===== config.mk =====
export PLATFORM = sky130hd
export DESIGN_NAME = arbitro_rr_4a1
export DESIGN_NICKNAME = d
export VERILOG_FILES = /design/src/rtl/arbitro_rr_4a1_pkg.sv /design/src/rtl/arbitro_rr_4a1_rr_pick4.sv /design/src/rtl/arbitro_rr_4a1.sv
export SDC_FILE = /design/constraint.sdc
export NUM_CORES = 1
export LEC_CHECK = 0
export ABC_AREA = 1
export BUFFER_PORTS_ARGS = -buffer_cell sky130_fd_sc_hd__buf_4
export CORE_ASPECT_RATIO = 1.1
export CORE_UTILIZATION = 40
export CTS_CLUSTER_DIAMETER = 120
export DETAILED_ROUTE_END_ITERATION = 16
export PLACE_DENSITY = 0.68
export SLEW_MARGIN = 20
export SYNTH_ARGS = -nofsm -noshare
export SYNTH_HDL_FRONTEND = slang
export SYNTH_SLANG_ARGS = --single-unit

===== constraint.sdc =====
create_clock -name clk -period 5.7 [get_ports clk]
set_input_delay 0 -clock clk [delete_from_list [all_inputs] [get_ports clk]]
set_output_delay 0 -clock clk [all_outputs]
set_load 0.005 [all_outputs]

===== src/rtl/arbitro_rr_4a1_pkg.sv =====
// Shared definitions for the arbitration slice: main-FSM state
// encodings (one-hot) and the default data width.
package arbitro_rr_4a1_pkg;

    typedef enum logic [3:0] {
        ST_RESET  = 4'b0001,
        ST_INIT   = 4'b0010,
        ST_IDLE   = 4'b0100,
        ST_ACTIVE = 4'b1000
    } state_e;

    localparam int DATA_W_DEF = 6;

endpackage


===== src/rtl/arbitro_rr_4a1_rr_pick4.sv =====
// rr_pick4: combinational 4-way round-robin picker.
// Ports: req[3:0], ptr[1:0], hold in; gnt[3:0] one-hot, gnt_idx[1:0] out.
// hold keeps the grant on ptr; otherwise search ptr+1..ptr+4 (mod 4).
module rr_pick4 (
    input  logic [3:0] req,
    input  logic [1:0] ptr,
    input  logic       hold,
    output logic [3:0] gnt,
    output logic [1:0] gnt_idx
);

    logic       found;
    logic [1:0] idx;

    always_comb begin
        gnt     = '0;
        gnt_idx = ptr;
        found   = hold;
        idx     = '0;
        if (hold) begin
            gnt[ptr] = 1'b1;
        end
        for (int k = 1; k < 5; k++) begin
            idx = ptr + 2'(k);
            if (!found && req[idx]) begin
                found    = 1'b1;
                gnt[idx] = 1'b1;
                gnt_idx  = idx;
            end
        end
    end

endmodule


===== src/rtl/arbitro_rr_4a1.sv =====
// arbitro_rr_4a1: 4-to-1 round-robin gather arbiter (FWFT sources -> one
// destination FIFO), arbitrating only in ACTIVE, with BURST-limited holds.
// Ports: clk, reset (sync, active-high), state[3:0] one-hot, empty0..3,
// data_in0..3, almost_full; pop0..3 (comb), push, data_out (registered).
// Optional ARB_STATS_EN adds grant_cnt0..3 (wrapping per-source pop counts).
module arbitro_rr_4a1
    import arbitro_rr_4a1_pkg::*;
#(
    parameter int DATA_W = DATA_W_DEF,
    parameter int BURST  = 2
`ifdef ARB_STATS_EN
    ,
    parameter int CNT_W  = 8
`endif
) (
    input  logic              clk,
    input  logic              reset,
    input  logic [3:0]        state,
    input  logic              empty0,
    input  logic              empty1,
    input  logic              empty2,
    input  logic              empty3,
    input  logic [DATA_W-1:0] data_in0,
    input  logic [DATA_W-1:0] data_in1,
    input  logic [DATA_W-1:0] data_in2,
    input  logic [DATA_W-1:0] data_in3,
    input  logic              almost_full,
    output logic              pop0,
    output logic              pop1,
    output logic              pop2,
    output logic              pop3,
    output logic              push,
    output logic [DATA_W-1:0] data_out
`ifdef ARB_STATS_EN
    ,
    output logic [CNT_W-1:0]  grant_cnt0,
    output logic [CNT_W-1:0]  grant_cnt1,
    output logic [CNT_W-1:0]  grant_cnt2,
    output logic [CNT_W-1:0]  grant_cnt3
`endif
);

    localparam int BW = $clog2(BURST + 1);
    localparam logic [BW-1:0] BMAX = BW'(BURST);

    logic [1:0]        ptr;
    logic [BW-1:0]     burst_cnt;
    // Set by reset so the first search starts at source 0
    // instead of holding on the parked pointer (3).
    logic              fresh;
    logic              rst;
    logic              eligible;
    logic [3:0]        req;
    logic              hold;
    logic [3:0]        gnt;
    logic [1:0]        gnt_idx;
    logic              any;
    logic [DATA_W-1:0] din_sel;

    assign rst      = reset || (state == ST_RESET);
    assign eligible = (state == ST_ACTIVE) && !almost_full && !reset;
    assign req      = eligible ? ~{empty3, empty2, empty1, empty0} : 4'b0;
    assign hold     = req[ptr] && !fresh && (burst_cnt < BMAX);
    assign any      = |gnt;

    rr_pick4 u_pick (
        .req    (req),
        .ptr    (ptr),
        .hold   (hold),
        .gnt    (gnt),
        .gnt_idx(gnt_idx)
    );

    assign pop0 = gnt[0];
    assign pop1 = gnt[1];
    assign pop2 = gnt[2];
    assign pop3 = gnt[3];

    always_comb begin
        case (gnt_idx)
            2'd0:    din_sel = data_in0;
            2'd1:    din_sel = data_in1;
            2'd2:    din_sel = data_in2;
            default: din_sel = data_in3;
        endcase
    end

    always_ff @(posedge clk) begin
        if (rst) begin
            push      <= 1'b0;
            data_out  <= '0;
            ptr       <= 2'd3;
            burst_cnt <= '0;
            fresh     <= 1'b1;
        end else if (any) begin
            push     <= 1'b1;
            data_out <= din_sel;
            fresh    <= 1'b0;
            if (!fresh && gnt_idx == ptr) begin
                // Sole requester re-won via search: saturate.
                if (burst_cnt != BMAX) begin
                    burst_cnt <= burst_cnt + 1'b1;
                end
            end else begin
                ptr       <= gnt_idx;
                burst_cnt <= BW'(1);
            end
        end else begin
            push      <= 1'b0;
            burst_cnt <= '0;
        end
    end

`ifdef ARB_STATS_EN
    logic [CNT_W-1:0] cnt [4];

    always_ff @(posedge clk) begin
        if (rst || state == ST_INIT) begin
            for (int i = 0; i < 4; i++) begin
                cnt[i] <= '0;
            end
        end else begin
            for (int i = 0; i < 4; i++) begin
                if (gnt[i]) begin
                    cnt[i] <= cnt[i] + 1'b1;
                end
            end
        end
    end

    assign grant_cnt0 = cnt[0];
    assign grant_cnt1 = cnt[1];
    assign grant_cnt2 = cnt[2];
    assign grant_cnt3 = cnt[3];
`endif

endmodule


==> key figures <==
CTS
  • Post-CTS Hold Fix Bufs: 0
  • Clock tree sinks: 12
  • Clk buf depth: 2
  • Reg clk slew, reported paths: 70 ps
  • Clk root buf: clkbuf_4
  • Cts repair resizes: 0
  • TritonCTS clock tree: done
  • Worst-Skew Late Latency: 260 ps
  • Setup Buffers After CTS: 0
  • Htree depth: 1
  • TritonCTS buffer count: 3

Floorplan
  • # IOs: 46
  • Cell Rows: 20
  • Core Region: 0.00280 sq mm
  • Die W: 54 um
  • Starting Density: 0.425
  • Height of the die: 59.2 um
  • Die area: 0.00320 sq mm

Timing
  • RSZ-0062 raised after global routing: no
  • Setup-failing EPs final: 0
  • Period minus WS final: 2770 ps
  • Final hold vios: 0
  • Setup Skew: 1.88 ps
  • Slack of the critical path: 2930 ps
  • Headroom to the max-slew limit: 0.731
  • Tcrit/Tclk final: 0.487
  • FMAX: 0.360 GHz
  • Final hold slack: 19.4 ps
  • Setup TNS Final: 0 ps
  • Max Slew Vio Count: 0
  • Least-Margin Pin Slew: 402 ps

Routing
  • Routed len/inst: 10.5 um
  • Drt drc: 0
  • DR iter-0 viols: 23
  • Post-DR vias/cell: 5.03
  • Via Count: 1382
  • Routed Antenna Nets: 0
  • Routed wire length: 2880 um
  • DRT Pass-1 Iters: 4

Layout
  • Fill count: 290
  • Share of cells above drive strength 1: 0.285
  • Final Cell Area: 0.00158 sq mm
  • Diode count: 0
  • Commonest non-fill, non-tap cells in the layout: 57 x nand2_1, 45 x buf_4, 36 x nand3_1, 24 x inv_1, 16 x nor2_1
  • Leading cell type in the layout, fill and taps excluded: nand2_1
  • Nets: 284
  • Post-layout util: 0.563
  • Syn-to-layout area delta: 32.6%
  • Fin cells: 275

Worst hold path
  • Min-Delay Path Class: in2reg
  • Hold Crit Start: reset

Placed design
  • Placed insts: 271
  • HPWL after DPL: 2410 um
  • Setup WS pre-CTS: 2920 ps
  • GPL Wtd Cong: 0.789
  • Post-DP Area: 0.00154 sq mm
  • IO buf count: 45

Yosys
  • Seq/Total Area, Yosys: 0.202
  • Syn. warnings: 0
  • Post-synth EDFFs: 0
  • Cell Area, Synth: 0.00119 sq mm
  • Top FF cell, synth: dfxtp_1
  • Netlist cell types: 19
  • Post-Synthesis Cells: 196
  • FF+latch count, synth: 12
  • Syn_area_per_cell: 6.07 sq um
  • Syn nets: 237
  • FFs w/ async S/R, synth: 0

Pwr
  • PwrDens: 474 mW/mm^2
  • Tot Pwr: 748 uW
  • Leakage: 0.848 nW
  • Max IR drop VDD: 341 uV

Worst setup path
  • Crit Path Max Fanout: 14
  • Arr. time, crit path: 2940 ps
  • Crit path max-delay family: simple AND/OR/NAND/NOR gates
  • Crit end category: flop
  • Slowest stage delay, CP: 490 ps
  • Critical Path Slowest Stage Cell: dfxtp_1
  • Cell mode on critical path: nand2_1
  • Critical path launch point: ptr[1]
  • Worst path bufs/invs: 4
  • Crit path kind: reg2reg
  • Crit start category: flop
  • CP Data Required Time: 5870 ps
  • Crit path cell chain: inv_1 > ha_1 > inv_1 > nand3_2 > nand2_2 > inv_1 > nand4_2 > nand2_1 > nand2_1 > nand2_1 > inv_1 > nor2_1 > nand2_1 > nand3_1 > nand2_1
  • Source of the worst register-to-register timing path: ptr[1]

Global route
  • Congestion Overflow GR: 0
  • Initial antenna violation count: 0
  • GRT Total Usage: 0.202
  • Vias in the first global route: 1227
  • First-pass GRT wire length: 4890 um
  • Largest net degree at the start of global routing: 17

Run status
  • Result of the run: complete, no violations

Flow run
  • Max Cap Viol: 0
==> synthesized netlist by cell type, types with 3 or more instances <==
| library cell | number | area [sq um] |
|---|---|---|
| o21ai_0 | 8 | 40.0 |
| ha_1 | 6 | 75.1 |
| nand4_2 | 3 | 37.5 |
| dfxtp_1 | 12 | 240 |
| nor2_1 | 16 | 60.1 |
| inv_1 | 24 | 90.1 |
| nand4_1 | 12 | 75.1 |
| nand2_2 | 6 | 37.5 |
| inv_2 | 3 | 11.3 |
| nand2_1 | 57 | 214 |
| nand3_1 | 36 | 180 |
| nand3_2 | 4 | 40.0 |
==> kinds of logic after synthesis <==
kind of cell | after synthesis | share of synthesized area
AO/OA/AOI/OAI | 9 | 0.0389
buffers and inverters | 30 | 0.108
XOR/XNOR | 1 | 0.00736
adder cells (fa/ha/maj) | 6 | 0.0631
AND/OR/NAND/NOR | 138 | 0.580
flip-flops | 12 | 0.202
==> worst paths after layout <==
check | to | slack (ps) | cells past startpoint
min | ptr[0] | 20 | 3
max reg2reg | data_out[5] | 2930 | 15
min reg2reg | data_out[5] | 450 | 2
max | data_out[5] | 2930 | 15
==> worst reg2reg max path: cells and delay by family (launching register included) <==
family        cells  cell delay, ps
buf+inv           4             590
simple gates     10            1210
fa+ha+maj         1             380
flops             1             490
==> state kept, by name, indices dropped and copies added, names as in the netlist <==
| register | flops |
|---|---|
| data_out | 6 |
| burst_cnt | 2 |
| ptr | 2 |
| fresh | 1 |
| push | 1 |
==> area by class of cell <==
| type | instances | area, sq um | share of cell area |
|---|---|---|---|
| clock buffer | 4 | 36.3 | 0.0230 |
| multi-input combinational | 154 | 821 | 0.520 |
| inverter | 27 | 101 | 0.0642 |
| sequential | 12 | 240 | 0.152 |
| tap | 33 | 41.3 | 0.0262 |
| timing repair buffer | 45 | 338 | 0.214 |
==> power by group <==
| group | switching (mW) | internal [mW] | leakage, nW |
|---|---|---|---|
| Clock | 0.0264 | 0.0387 | 0.0210 |
| Sequential | 0.0256 | 0.122 | 0.0997 |
| Combinational | 0.337 | 0.198 | 0.728 |
==> metal layers <==
metal / track usage / share of wire / up-vias
li1: - / - / 736
met4: 0.0440 / 0.0035 / 0
met5: 0 / 0 / -
met3: 0.0256 / 0.051 / 2
met1: 0.251 / 0.45 / 593
met2: 0.362 / 0.49 / 51
Power figures use the tool's default switching activity.
